--- src/rtl/timer_preset_sequencer.sv ---
// timer_preset_sequencer
//
// Purpose: sits between the four button edge-to-pulse generators and the
// countdown timer (1.024 kHz domain). It forwards single user button pulses
// to the timer and, on a preset load, plays a sequence of one-cycle pulses
// into the timer's control inputs:
//   stop, un-expire, clear, +1 min (repeated), +15 s (repeated), [start].
// It also tracks whether the timer is counting, so that it knows whether the
// sequence has to stop the timer first.
//
// Build option: define PRESET_AUTOSTART_EN to append a START step, so the
// timer begins counting as soon as the preset has been loaded. Without it,
// the timer is left idle showing the preset time.
//
// Ports:
//   clk               clock, 1.024 kHz
//   reset             asynchronous, active-low
//   i_preset_sel      preset index, sampled with i_preset_load
//   i_preset_load     one-cycle preset load request
//   i_btn_startstop   user pulse
//   i_btn_reset       user pulse (also aborts a running preset sequence)
//   i_btn_incmin      user pulse
//   i_btn_incsec      user pulse
//   i_alarm_enable    timer alarm output, 1 = timer expired
//   o_ctrl_startstop  registered pulse to timer
//   o_ctrl_reset      registered pulse to timer
//   o_ctrl_incmin     registered pulse to timer
//   o_ctrl_incsec     registered pulse to timer
//   o_busy            preset sequence in progress
//   o_running         tracked timer counting state
module timer_preset_sequencer #(
  parameter int PRESET_MIN_0 = 3,
  parameter int PRESET_MIN_1 = 5,
  parameter int PRESET_MIN_2 = 2,
  parameter int PRESET_MIN_3 = 10,
  parameter int PRESET_Q_0   = 0,
  parameter int PRESET_Q_1   = 0,
  parameter int PRESET_Q_2   = 2,
  parameter int PRESET_Q_3   = 0,
  parameter int GAP_CYCLES   = 1
) (
  input  logic       clk,
  input  logic       reset,
  input  logic [1:0] i_preset_sel,
  input  logic       i_preset_load,
  input  logic       i_btn_startstop,
  input  logic       i_btn_reset,
  input  logic       i_btn_incmin,
  input  logic       i_btn_incsec,
  input  logic       i_alarm_enable,
  output logic       o_ctrl_startstop,
  output logic       o_ctrl_reset,
  output logic       o_ctrl_incmin,
  output logic       o_ctrl_incsec,
  output logic       o_busy,
  output logic       o_running
);

  localparam int GW = (GAP_CYCLES < 2) ? 1 : $clog2(GAP_CYCLES + 1);
  localparam logic [GW-1:0] GAP_LOAD = GW'(GAP_CYCLES);

  // The state names the step whose pulse was issued most recently; the
  // step's gap cycles are spent in that same state.
  typedef enum logic [2:0] {
    S_IDLE,
    S_STOP,
    S_UNEXPIRE,
    S_CLEAR,
    S_INCMIN,
    S_INCSEC,
    S_START
  } state_t;

  state_t        r_state, w_nextState, w_enterStep, w_tailStep;
  state_t        w_afterClear, w_afterSec;
  logic          w_doEnter;
  logic [6:0]    r_minCnt, w_minCntNext, w_selMin;
  logic [1:0]    r_qCnt, w_qCntNext, w_selQ;
  logic [GW-1:0] r_gapCnt, w_gapCntNext;
  logic          w_issueSs, w_issueRst, w_issueMin, w_issueSec;
  logic          r_running, w_runningNext;

  // Step that follows the last +15 s pulse.
`ifdef PRESET_AUTOSTART_EN
  assign w_tailStep = S_START;
`else
  assign w_tailStep = S_IDLE;
`endif

  // The counters hold the pulses still to be issued, so a zero count skips
  // the step entirely.
  assign w_afterClear = (r_minCnt != 7'd0) ? S_INCMIN :
                        (r_qCnt != 2'd0)   ? S_INCSEC : w_tailStep;
  assign w_afterSec   = (r_qCnt != 2'd0)   ? S_INCSEC : w_tailStep;

  always_comb begin
    w_selMin = 7'(PRESET_MIN_0);
    w_selQ   = 2'(PRESET_Q_0);
    case (i_preset_sel)
      2'd1: begin w_selMin = 7'(PRESET_MIN_1); w_selQ = 2'(PRESET_Q_1); end
      2'd2: begin w_selMin = 7'(PRESET_MIN_2); w_selQ = 2'(PRESET_Q_2); end
      2'd3: begin w_selMin = 7'(PRESET_MIN_3); w_selQ = 2'(PRESET_Q_3); end
      default: ;
    endcase
  end

  // Next-state logic. Entering a step always issues that step's pulse and
  // reloads the gap counter; entering IDLE issues nothing.
  always_comb begin
    w_nextState  = r_state;
    w_minCntNext = r_minCnt;
    w_qCntNext   = r_qCnt;
    w_gapCntNext = r_gapCnt;
    w_doEnter    = 1'b0;
    w_enterStep  = S_IDLE;
    w_issueSs    = 1'b0;
    w_issueRst   = 1'b0;
    w_issueMin   = 1'b0;
    w_issueSec   = 1'b0;

    case (r_state)
      S_IDLE: begin
        if (i_preset_load) begin
          w_minCntNext = w_selMin;
          w_qCntNext   = w_selQ;
          w_doEnter    = 1'b1;
          if (r_running)           w_enterStep = S_STOP;
          else if (i_alarm_enable) w_enterStep = S_UNEXPIRE;
          else                     w_enterStep = S_CLEAR;
        end else if (i_btn_startstop) begin
          w_issueSs = 1'b1;
        end else if (i_btn_reset) begin
          w_issueRst = 1'b1;
        end else if (i_btn_incmin) begin
          w_issueMin = 1'b1;
        end else if (i_btn_incsec) begin
          w_issueSec = 1'b1;
        end
      end
      default: begin
        // A user reset aborts the sequence and replaces whatever pulse was due.
        if (i_btn_reset) begin
          w_nextState  = S_IDLE;
          w_issueRst   = 1'b1;
          w_gapCntNext = '0;
          w_minCntNext = 7'd0;
          w_qCntNext   = 2'd0;
        end else if (r_gapCnt != '0) begin
          w_gapCntNext = r_gapCnt - GW'(1);
        end else begin
          w_doEnter = 1'b1;
          case (r_state)
            S_STOP:           w_enterStep = i_alarm_enable ? S_UNEXPIRE : S_CLEAR;
            S_UNEXPIRE:       w_enterStep = S_CLEAR;
            S_CLEAR, S_INCMIN: w_enterStep = w_afterClear;
            S_INCSEC:         w_enterStep = w_afterSec;
            default:          w_enterStep = S_IDLE;
          endcase
        end
      end
    endcase

    if (w_doEnter) begin
      w_nextState  = w_enterStep;
      w_gapCntNext = GAP_LOAD;
      case (w_enterStep)
        S_STOP, S_START:     w_issueSs  = 1'b1;
        S_UNEXPIRE, S_CLEAR: w_issueRst = 1'b1;
        S_INCMIN: begin
          w_issueMin   = 1'b1;
          w_minCntNext = r_minCnt - 7'd1;
        end
        S_INCSEC: begin
          w_issueSec = 1'b1;
          w_qCntNext = r_qCnt - 2'd1;
        end
        default: w_gapCntNext = '0;
      endcase
    end
  end

  // The running model updates on the same edge that issues the pulse, so a
  // preset load always sees the run state including the latest pulse.
  always_comb begin
    w_runningNext = r_running;
    if (i_alarm_enable)  w_runningNext = 1'b0;
    else if (w_issueRst) w_runningNext = 1'b0;
    else if (w_issueSs)  w_runningNext = ~r_running;
  end

  always_ff @(posedge clk or negedge reset) begin
    if (!reset) begin
      r_state          <= S_IDLE;
      r_minCnt         <= 7'd0;
      r_qCnt           <= 2'd0;
      r_gapCnt         <= '0;
      r_running        <= 1'b0;
      o_ctrl_startstop <= 1'b0;
      o_ctrl_reset     <= 1'b0;
      o_ctrl_incmin    <= 1'b0;
      o_ctrl_incsec    <= 1'b0;
    end else begin
      r_state          <= w_nextState;
      r_minCnt         <= w_minCntNext;
      r_qCnt           <= w_qCntNext;
      r_gapCnt         <= w_gapCntNext;
      r_running        <= w_runningNext;
      o_ctrl_startstop <= w_issueSs;
      o_ctrl_reset     <= w_issueRst;
      o_ctrl_incmin    <= w_issueMin;
      o_ctrl_incsec    <= w_issueSec;
    end
  end

  assign o_busy    = (r_state != S_IDLE);
  assign o_running = r_running;

endmodule

--- config.mk ---
export PLATFORM = sky130hd
export DESIGN_NAME = timer_preset_sequencer
export DESIGN_NICKNAME = d
export VERILOG_FILES = /design/src/rtl/timer_preset_sequencer.sv
export SDC_FILE = /design/constraint.sdc
export NUM_CORES = 1
export LEC_CHECK = 0
export CORE_UTILIZATION = 50
export CTS_BUF_LIST = sky130_fd_sc_hd__clkbuf_16
export DETAILED_ROUTE_END_ITERATION = 16
export PLACE_DENSITY_LB_ADDON = 0.25
export SLEW_MARGIN = 20
export SYNTH_ARGS = -nofsm -noshare
export SYNTH_HDL_FRONTEND = slang
export SYNTH_SLANG_ARGS = --single-unit
--- constraint.sdc ---
create_clock -name clk -period 5.15 [get_ports clk]
set_input_delay 0.7725 -clock clk [delete_from_list [all_inputs] [get_ports clk]]
set_output_delay 0.7725 -clock clk [all_outputs]
set_load 0.02 [all_outputs]
Word-level counts from Yosys, hierarchy flattened
Index checks and enable logic that the tools add are counted.
W data, S select, Z words.
{"block": "word_totals", "inputBits": 10, "latchBits": 0, "ff_bits": 18, "romBits": 0, "memories": 0, "output_inout_bits": 6, "word_cells": 101, "mem_bits_rw": 0}
{"block": "op_classes", "addsub": 3, "n_eq_ne": 15, "multipliers": 0, "div": 0, "n_mux": 62, "bitwise": 1, "shift": 0, "reduce_logical": 11, "order_cmp": 0}
{"cell": "$mux W1", "count": 39}
{"cell": "$mux W7", "count": 5}
{"cell": "$mux W3", "count": 8}
{"cell": "$mux W2", "count": 8}
{"cell": "$eq A3 B3 Y1 const B", "count": 5}
{"cell": "$eq A3 B2 Y1 const B", "count": 4}
{"cell": "$pmux W3 S4", "count": 1}
{"cell": "$pmux W4 S3", "count": 1}
{"cell": "$reduce_bool A7 Y1", "count": 1}
{"cell": "$sub A7 B1 Y7 const B", "count": 1}
{"cell": "$eq A3 B1 Y1 const B", "count": 2}
{"cell": "$reduce_bool A3 Y1", "count": 2}
{"cell": "$reduce_or A2 Y1", "count": 3}
{"cell": "$reduce_or A6 Y1", "count": 1}
{"cell": "$eq A2 B2 Y1 const B", "count": 2}
{"cell": "$reduce_bool A2 Y1", "count": 2}
{"cell": "$logic_not A3 Y1", "count": 1}
{"cell": "$eq A2 B1 Y1 const B", "count": 1}
{"cell": "$ne A2 B2 Y1 const B", "count": 1}
{"cell": "$reduce_and A2 Y1", "count": 1}
{"cell": "$sub A2 B1 Y2 const B", "count": 1}
{"cell": "$not A1 Y1", "count": 1}
{"cell": "$sub A1 B1 Y1 const B", "count": 1}

Longest topological paths before layout
Gate-level depths: netlist (run 1).
{"block": "depth", "depth_word": 14, "depth_mapped": 8, "mapped_depth_nobuf": 7}

Least setup slack after synthesis (run 1)
Ideal clock, no wire load.
{"block": "synth_path", "path_type": "input -> register", "startpoint": "input i_btn_reset", "endpoint": "register r_minCnt[3]", "arrival_time_ps": 1789, "required_time_ps": 5024, "stages": 4, "setup_slack_ps": 3236, "path_buffers": 0, "path_cell_list": "or2_0 > o31ai_2 > o21ai_1 > a221o_1"}
{"block": "synth_between", "elab_chain_len": 5, "word_cells_on_any_way": 9, "classes_between": "1 x eq/ne; 8 x mux"}
{"element": "start, declared", "line": "47", "text": "input logic i_btn_reset,"}
{"element": "$mux W3", "line": "142", "text": "if (i_btn_reset) begin"}
{"element": "$mux W3", "line": "121", "text": "case (r_state)"}
{"element": "$eq A3 B3 Y1", "line": "166", "text": "case (w_enterStep)"}
{"element": "$mux W7", "line": "166"}
{"element": "$mux W7 *", "line": "163", "text": "if (w_doEnter) begin"}
{"element": "via w_minCntNext[3]", "line": "77", "text": "logic [6:0] r_minCnt, w_minCntNext, w_selMin;"}
{"element": "end signal, assigned", "line": "204", "text": "r_minCnt <= w_minCntNext;"}
{"element": "end, declared", "line": "77"}
Mark *: on every way through the listed nets, which the timed path passes. The rest lies on a longest branch.
A chain may end at the register's enable or synchronous reset.

Worst setup path in the final report (run 1)
{"block": "layout_path", "startpoint": "register r_state[2]", "endpoint": "output o_busy"}
{"block": "layout_between", "elab_chain_len": 1}
{"element": "start, declared", "line": "74", "text": "state_t r_state, w_nextState, w_enterStep, w_tailStep;"}
{"element": "start signal, assigned", "line": "203", "text": "r_state <= w_nextState;"}
{"element": "$reduce_bool A3 Y1", "line": "215", "text": "assign o_busy = (r_state != S_IDLE);"}
{"element": "end, declared", "line": "55", "text": "output logic o_busy,"}
Every way passes these cells.

==> metrics.md, run 1 <==
| Metric | Value |
|---|---|
| Status | complete, no violations |
| Post-CTS sizing | 0 |
| Crit path launch type | register |
| Share of cells above drive strength 1 | 0.1079 |
| Row cnt | 17 |
| Cell Count, Final, Fillers Out | 167 |
| Cell area after synthesis | 1151 µm² |
| First-pass GRT wire length | 4015 µm |
| Post-CTS setup buffers | 0 |
| Cts hold-fix bufs | 0 |
| Fmax | 392.6 MHz |
| Nets | 153 |
| MaxCap Viol Count | 0 |
| Total global routing overflow | 0 |
| Top-count cell post-synth | dfrtp_1 |
| Die width | 49.98 µm |
| Synth Flop Type | dfrtp_1 |
| RSZ-0062 raised after global routing | false |
| Via count | 970 |
| Reg area | 450.4 µm² |
| Routability congestion estimate | 0.8299 |
| Hold Path Cell Cnt | 1 |
| Worst Path Buf+Inv | 2 |
| Boundary pin count | 16 |
| Dpl hpwl | 1793 µm |
| Starting DRT DRC Count | 18 |
| Ys Warns | 0 |
| Post-layout min period | 2.547 ns |
| Synthesized Nets | 137 |
| Slowest cell delay on critical path | 0.54 ns |
| R2r setup slk | 3.13 ns |
| Starting Density | 0.5254 |
| Multi-input logic area | 629.4 µm² |
| CTS tree | built |
| Synthesized area per cell | 9.283 µm² |
| Post-route cell area | 1374 µm² |
| Top cells by area, synth | dfrtp_1, nand2_1, ha_1 |
| Overall routing resource usage | 0.2156 |
| CP cell instances | nor3_4, inv_1, clkdlybuf4s50_1 |
| Residual DRC | 0 |
| Root cell of the clock tree | clkbuf_16 |
| CTS sink count | 18 |
| Hold EP | r_qCnt[0]$_DFF_PN0_ |
| Initial antenna violation count | 0 |
| Die Y | 49.98 µm |
| Leakage power | 0.6213 nW |
| Total negative slack | 0 ns |
| Maximum VDD drop | 269.4 µV |
| Endpoint arrival time on the critical path | 1.77 ns |
| Clock transition at the registers of the reported paths | 0.05 ns |
| H-Tree Depth | 1 |
| Via density | 5.808 |
| Worst-path fanout max | 12 |
| Yosys cell types | 45 |
| Critical path data required time | 4.38 ns |
| Core area | 2191 µm² |
| Kind of critical path | reg2out |
| Cells after Synth | 124 |
| Most frequent cells after synthesis | dfrtp_1, nand2_1, nor2_1 |
| Full die area | 2498 µm² |
| Max Slew Vio Count | 0 |
| Hold Path Class | reg2reg |
| Slew headroom | 0.4539 |
| Pin count of the biggest net entering global routing | 19 |
| Endpoints failing hold | 0 |
| Fill count | 179 |
| Worst R2R End | r_minCnt[3]$_DFF_PN0_ |
| Final wirelength | 2389 µm |
| Hold Path Origin | r_qCnt[0]$_DFF_PN0_ |
| Async SR Flop Fraction | 1.000 |
| First-pass DRT Iterations | 4 |
| Routed Antenna Nets | 0 |
| Worst path top cell family by delay | buffers and inverters |
| Worst reg2reg startpoint | r_minCnt[0]$_DFF_PN0_ |
| Antenna Cells | 0 |
| Area leader, netlist | dfrtp_1 |
| Pwr Total | 0.0007318 W |
| Routed len/inst | 14.31 µm |
| Crit end category | output pin |
| # placed instances | 163 |
| Final period utilization | 0.4946 |
| Register area share after synthesis | 0.3913 |
| Dpl cell area | 1295 µm² |
| Pwr Density | 532.7 nW/µm² |
| Cells on worst reg2reg path | 7 |
| Setup crit start | r_state[2]$_DFFE_PN0P_ |
| Synth Register Bits | 18 |
| Vias in the first global route | 883 |
| Clock buffer count from CTS | 3 |
| Worst clock skew | 0.002715 ns |
| Area grow syn2layout | 19.35% |
| CTS Buffer Depth | 2 |
| Buffers on Ports | 15 |
| Clock Latency Late Sink | 0.25 ns |
| Number of flops mapped to enable cells by yosys | 0 |
| Final setup vio count | 0 |
| Yosys top cell area share | 0.3913 |
| Worst slew pin tran | 0.8166 ns |
| CP max stage cell | dfrtp_1 |
==> metrics by stage <==
stage	hold WS (ns)	utilization	setup slack, ns
after global placement	0.4704	0.5911	2.576
after detailed placement	0.4950	0.5911	2.492
after floorplan	0.4450	-	3.236
after global routing	0.5301	0.6271	2.520
after CTS	0.5021	0.6271	2.609
final	0.4912	0.6271	2.603
==> per-layer routing <==
layer / up-vias / part of all wire / global-route usage / wire length [µm]
met5: - / 0 / 0 / 0
met4: 0 / 0.016 / 0.1095 / 39
met3: 6 / 0.038 / 0.03395 / 91
met2: 27 / 0.48 / 0.3244 / 1135
met1: 460 / 0.47 / 0.2957 / 1122
li1: 477 / - / - / -
==> cells in the final DEF (no fill, tap or decap), types with 2 or more instances in the layout <==
master,Yosys,layout
o21ai_0,4,4
nand2_1,15,15
mux2i_1,2,2
a31oi_1,2,2
clkbuf_16,0,3
inv_1,8,8
o21ai_1,3,3
nor2b_1,2,2
clkdlybuf4s50_1,0,15
nor2_1,10,10
or3_4,2,2
a21oi_1,6,6
nand3_1,4,4
a21o_1,3,3
nor3_1,5,5
nor2_2,3,3
nor4b_1,2,2
ha_1,3,3
a22o_1,2,2
dfrtp_1,18,18
nand2b_1,2,2
==> layout make-up <==
| type | instances | share of cell area |
|---|---|---|
| well taps | 28 | 0.02550 |
| flip-flops and latches | 18 | 0.3279 |
| multi-input cells | 94 | 0.4581 |
| inverters | 8 | 0.02186 |
| clock inverters | 1 | 0.002732 |
| clock buffers | 3 | 0.05464 |
| repair buffers | 15 | 0.1093 |
==> cells by family after synthesis <==
| logic type | count (synthesis) | synth area share |
|---|---|---|
| compound gates | 30 | 0.1826 |
| xor+xnor | 1 | 0.007610 |
| fa+ha+maj | 3 | 0.03261 |
| buf+inv | 12 | 0.06196 |
| flops | 18 | 0.3913 |
| mux | 3 | 0.02717 |
| simple gates | 57 | 0.2968 |
==> power by group <==
part | total (W) | switching (W) | internal (W) | leakage [nW]
clock | 0.000155 | 0.0000523 | 0.000103 | 0.0385
sequential | 0.000233 | 0.0000524 | 0.000180 | 0.239
combinational | 0.000343 | 0.000193 | 0.000150 | 0.344
==> how the worst max path moves through the flow <==
stage                       endpoint  slack [ns]  cells after the start
6_report                      o_busy        2.60                      3
5_1_grt                       o_busy        2.52                      3
4_1_cts                       o_busy        2.61                      3
3_5_place_dp   r_minCnt[3]$_DFF_PN0_        2.49                      5
3_3_place_gp   r_minCnt[3]$_DFF_PN0_        2.58                      5
2_1_floorplan  r_minCnt[3]$_DFF_PN0_        3.24                      4
==> state kept, by name (all words and copies together), names as in the netlist <==
register / cells
r_qCnt: 2
r_state: 3
r_minCnt: 7
o_ctrl_startstop: 1
o_running: 1
o_ctrl_reset: 1
r_gapCnt: 1
o_ctrl_incmin: 1
o_ctrl_incsec: 1
Note: power is estimated with default switching activity, not from simulation.
==> run 2, diff against run 1 <==
- CORE_UTILIZATION: 50 -> 48
- clock period: 5.15 -> 2.27 ns (I/O delays scaled with it)
==> metrics.md, run 2 (synthesis gave the netlist of run 1 again) <==
| Metric | Value |
|---|---|
| Routed len/inst | 14.69 µm |
| R2r setup slk | 0.23 ns |
| Vias in the first global route | 940 |
| Area grow syn2layout | 20.65% |
| Final period utilization | 0.9496 |
| MaxCap Viol Count | 0 |
| Full die area | 2598 µm² |
| Kind of critical path | reg2out |
| Crit end category | output pin |
| Max reg flops | 7 |
| First-pass DRT Iterations | 4 |
| Pin count of the biggest net entering global routing | 19 |
| Boundary pin count | 16 |
| Die width | 50.97 µm |
| Maximum VDD drop | 820.3 µV |
| RSZ-0062 raised after global routing | false |
| Slowest cell delay on critical path | 0.54 ns |
| Share of cells above drive strength 1 | 0.1206 |
| Switch share | 0.4113 |
| Total global routing overflow | 0 |
| Clock Latency Late Sink | 0.25 ns |
| CTS tree | built |
| CTS Buffer Depth | 2 |
| CP max stage cell | dfrtp_1 |
| Buffers on Ports | 15 |
| Worst path top cell family by delay | buffers and inverters |
| Status | complete, no violations |
| Util after Layout | 0.6218 |
| Final wirelength | 2482 µm |
| Total negative slack | 0 ns |
| Max Slew Vio Count | 0 |
| Clock buffer count from CTS | 3 |
| Row cnt | 17 |
| Nets | 155 |
| Worst slew pin tran | 0.4648 ns |
| Post-route cell area | 1389 µm² |
| CP cell instances | nor3_4, inv_1, clkdlybuf4s50_1 |
| Fill count | 190 |
| Hold Path Class | in2async |
| Biggest regs | r_minCnt x7, r_state x3, r_qCnt x2 |
| Final setup vio count | 0 |
| Crit path launch type | register |
| Dpl cell area | 1310 µm² |
| Post-CTS sizing | 0 |
| Starting DRT DRC Count | 34 |
| Starting Density | 0.5154 |
| Reg with most FFs | r_minCnt |
| Critical path data required time | 1.93 ns |
| Most frequent cells in the layout | dfrtp_1, nand2_1, clkdlybuf4s50_1 |
| Routed Antenna Nets | 0 |
| Initial antenna violation count | 0 |
| Worst Path Buf+Inv | 2 |
| Routability congestion estimate | 0.8713 |
| Multi-input logic area | 629.4 µm² |
| Antenna Cells | 0 |
| Comb power frac | 0.471 |
| Clk pwr share | 0.210 |
| Dpl hpwl | 1818 µm |
| Via density | 5.876 |
| Register share of total power | 0.319 |
| Cts hold-fix bufs | 0 |
| Post-layout min period | 2.156 ns |
| Residual DRC | 0 |
| Most common cell after layout, fill and taps aside | dfrtp_1 |
| Worst-path fanout max | 12 |
| Pwr Density | 1205 nW/µm² |
| Internal | 0.0009851 W |
| Slew headroom | 0.6901 |
| Leakage power | 0.6309 nW |
| H-Tree Depth | 1 |
| Root cell of the clock tree | clkbuf_16 |
| Via count | 993 |
| Core area | 2233 µm² |
| Endpoints failing hold | 0 |
| Die Y | 50.97 µm |
| Reg area | 450.4 µm² |
| Worst clock skew | 0.001742 ns |
| First-pass GRT wire length | 4333 µm |
| Endpoint arrival time on the critical path | 1.82 ns |
| Fmax | 463.9 MHz |
| Overall routing resource usage | 0.2238 |
| P_sw | 0.0006882 W |
| CTS sink count | 18 |
| Post-CTS setup buffers | 0 |
| Clock transition at the registers of the reported paths | 0.05 ns |
## run 2: cell count changes in the layout (fill, tap and decap cells not counted), sizes merged
cell,before,now
buf,0,2
## run 2: cell type report
type                    instances  area share
multi-input cells              94      0.4532
flip-flops and latches         18      0.3243
repair buffers                 17      0.1189
clock buffers                   3     0.05405
well taps                      28     0.02523
inverters                       8     0.02162
clock inverters                 1    0.002703
## run 2: final timing paths
kind                                                 to              startpoint  cells past startpoint
worst min register to register      r_qCnt[0]$_DFF_PN0_     r_qCnt[0]$_DFF_PN0_                      1
worst max register to register    r_minCnt[3]$_DFF_PN0_   r_minCnt[0]$_DFF_PN0_                      7
worst min-delay path            o_ctrl_incsec$_DFF_PN0_                   reset                      2
max in group asynchronous         r_minCnt[4]$_DFF_PN0_                   reset                      2
worst max-delay path                             o_busy  r_state[2]$_DFFE_PN0P_                      3
min in group clk                    r_qCnt[0]$_DFF_PN0_     r_qCnt[0]$_DFF_PN0_                      1
## run 2: worst reg2reg max path, delay by kind of cell, from the launching register on
family / cells / cell delay (ns)
flip-flops: 1 / 0.40
AO/OA/AOI/OAI: 2 / 0.44
buffers and inverters: 1 / 0.13
adder cells (fa/ha/maj): 1 / 0.15
AND/OR/NAND/NOR: 3 / 0.79
## run 2: per-layer routing
layer,wire [µm],part of all wire,up-vias,track usage
met5,0,0,-,0
met4,36,0.015,0,0.06944
met3,99,0.040,6,0.03274
met2,1175,0.47,28,0.3553
met1,1171,0.47,477,0.3131
li1,-,-,482,-
## run 2: stage by stage
| stage | total power (W) | hold slack (ns) | instances | setup WS, ns |
|---|---|---|---|---|
| 5_1_grt | 0.001792 | 0.4542 | 169 | 0.03406 |
| 4_1_cts | 0.001673 | 0.4406 | 169 | 0.1046 |
| 3_5_place_dp | 0.001309 | 0.4643 | 165 | 0.2090 |
| 2_1_floorplan | 0.001111 | 0.04491 | 124 | 0.4688 |
| 3_3_place_gp | 0.001283 | 0.4717 | 165 | 0.2707 |
| 6_report | 0.001673 | 0.4290 | 169 | 0.1144 |
## run 2: power groups by stage
| stage | sequential [W] | clock [W] | combinational (W) |
|---|---|---|---|
| 2_1_floorplan | 0.000492 | 0 | 0.000619 |
| 3_3_place_gp | 0.000531 | 0 | 0.000752 |
| 3_5_place_dp | 0.000535 | 0 | 0.000774 |
| 4_1_cts | 0.000530 | 0.000356 | 0.000787 |
| 5_1_grt | 0.000552 | 0.000368 | 0.000872 |
| 6_report | 0.000533 | 0.000352 | 0.000788 |
==> run 3, diff against run 2 <==
- CAP_MARGIN: unset -> 5
==> results of run 3 <==
The final DEF is identical to that of run 2; final timing and power are the same.
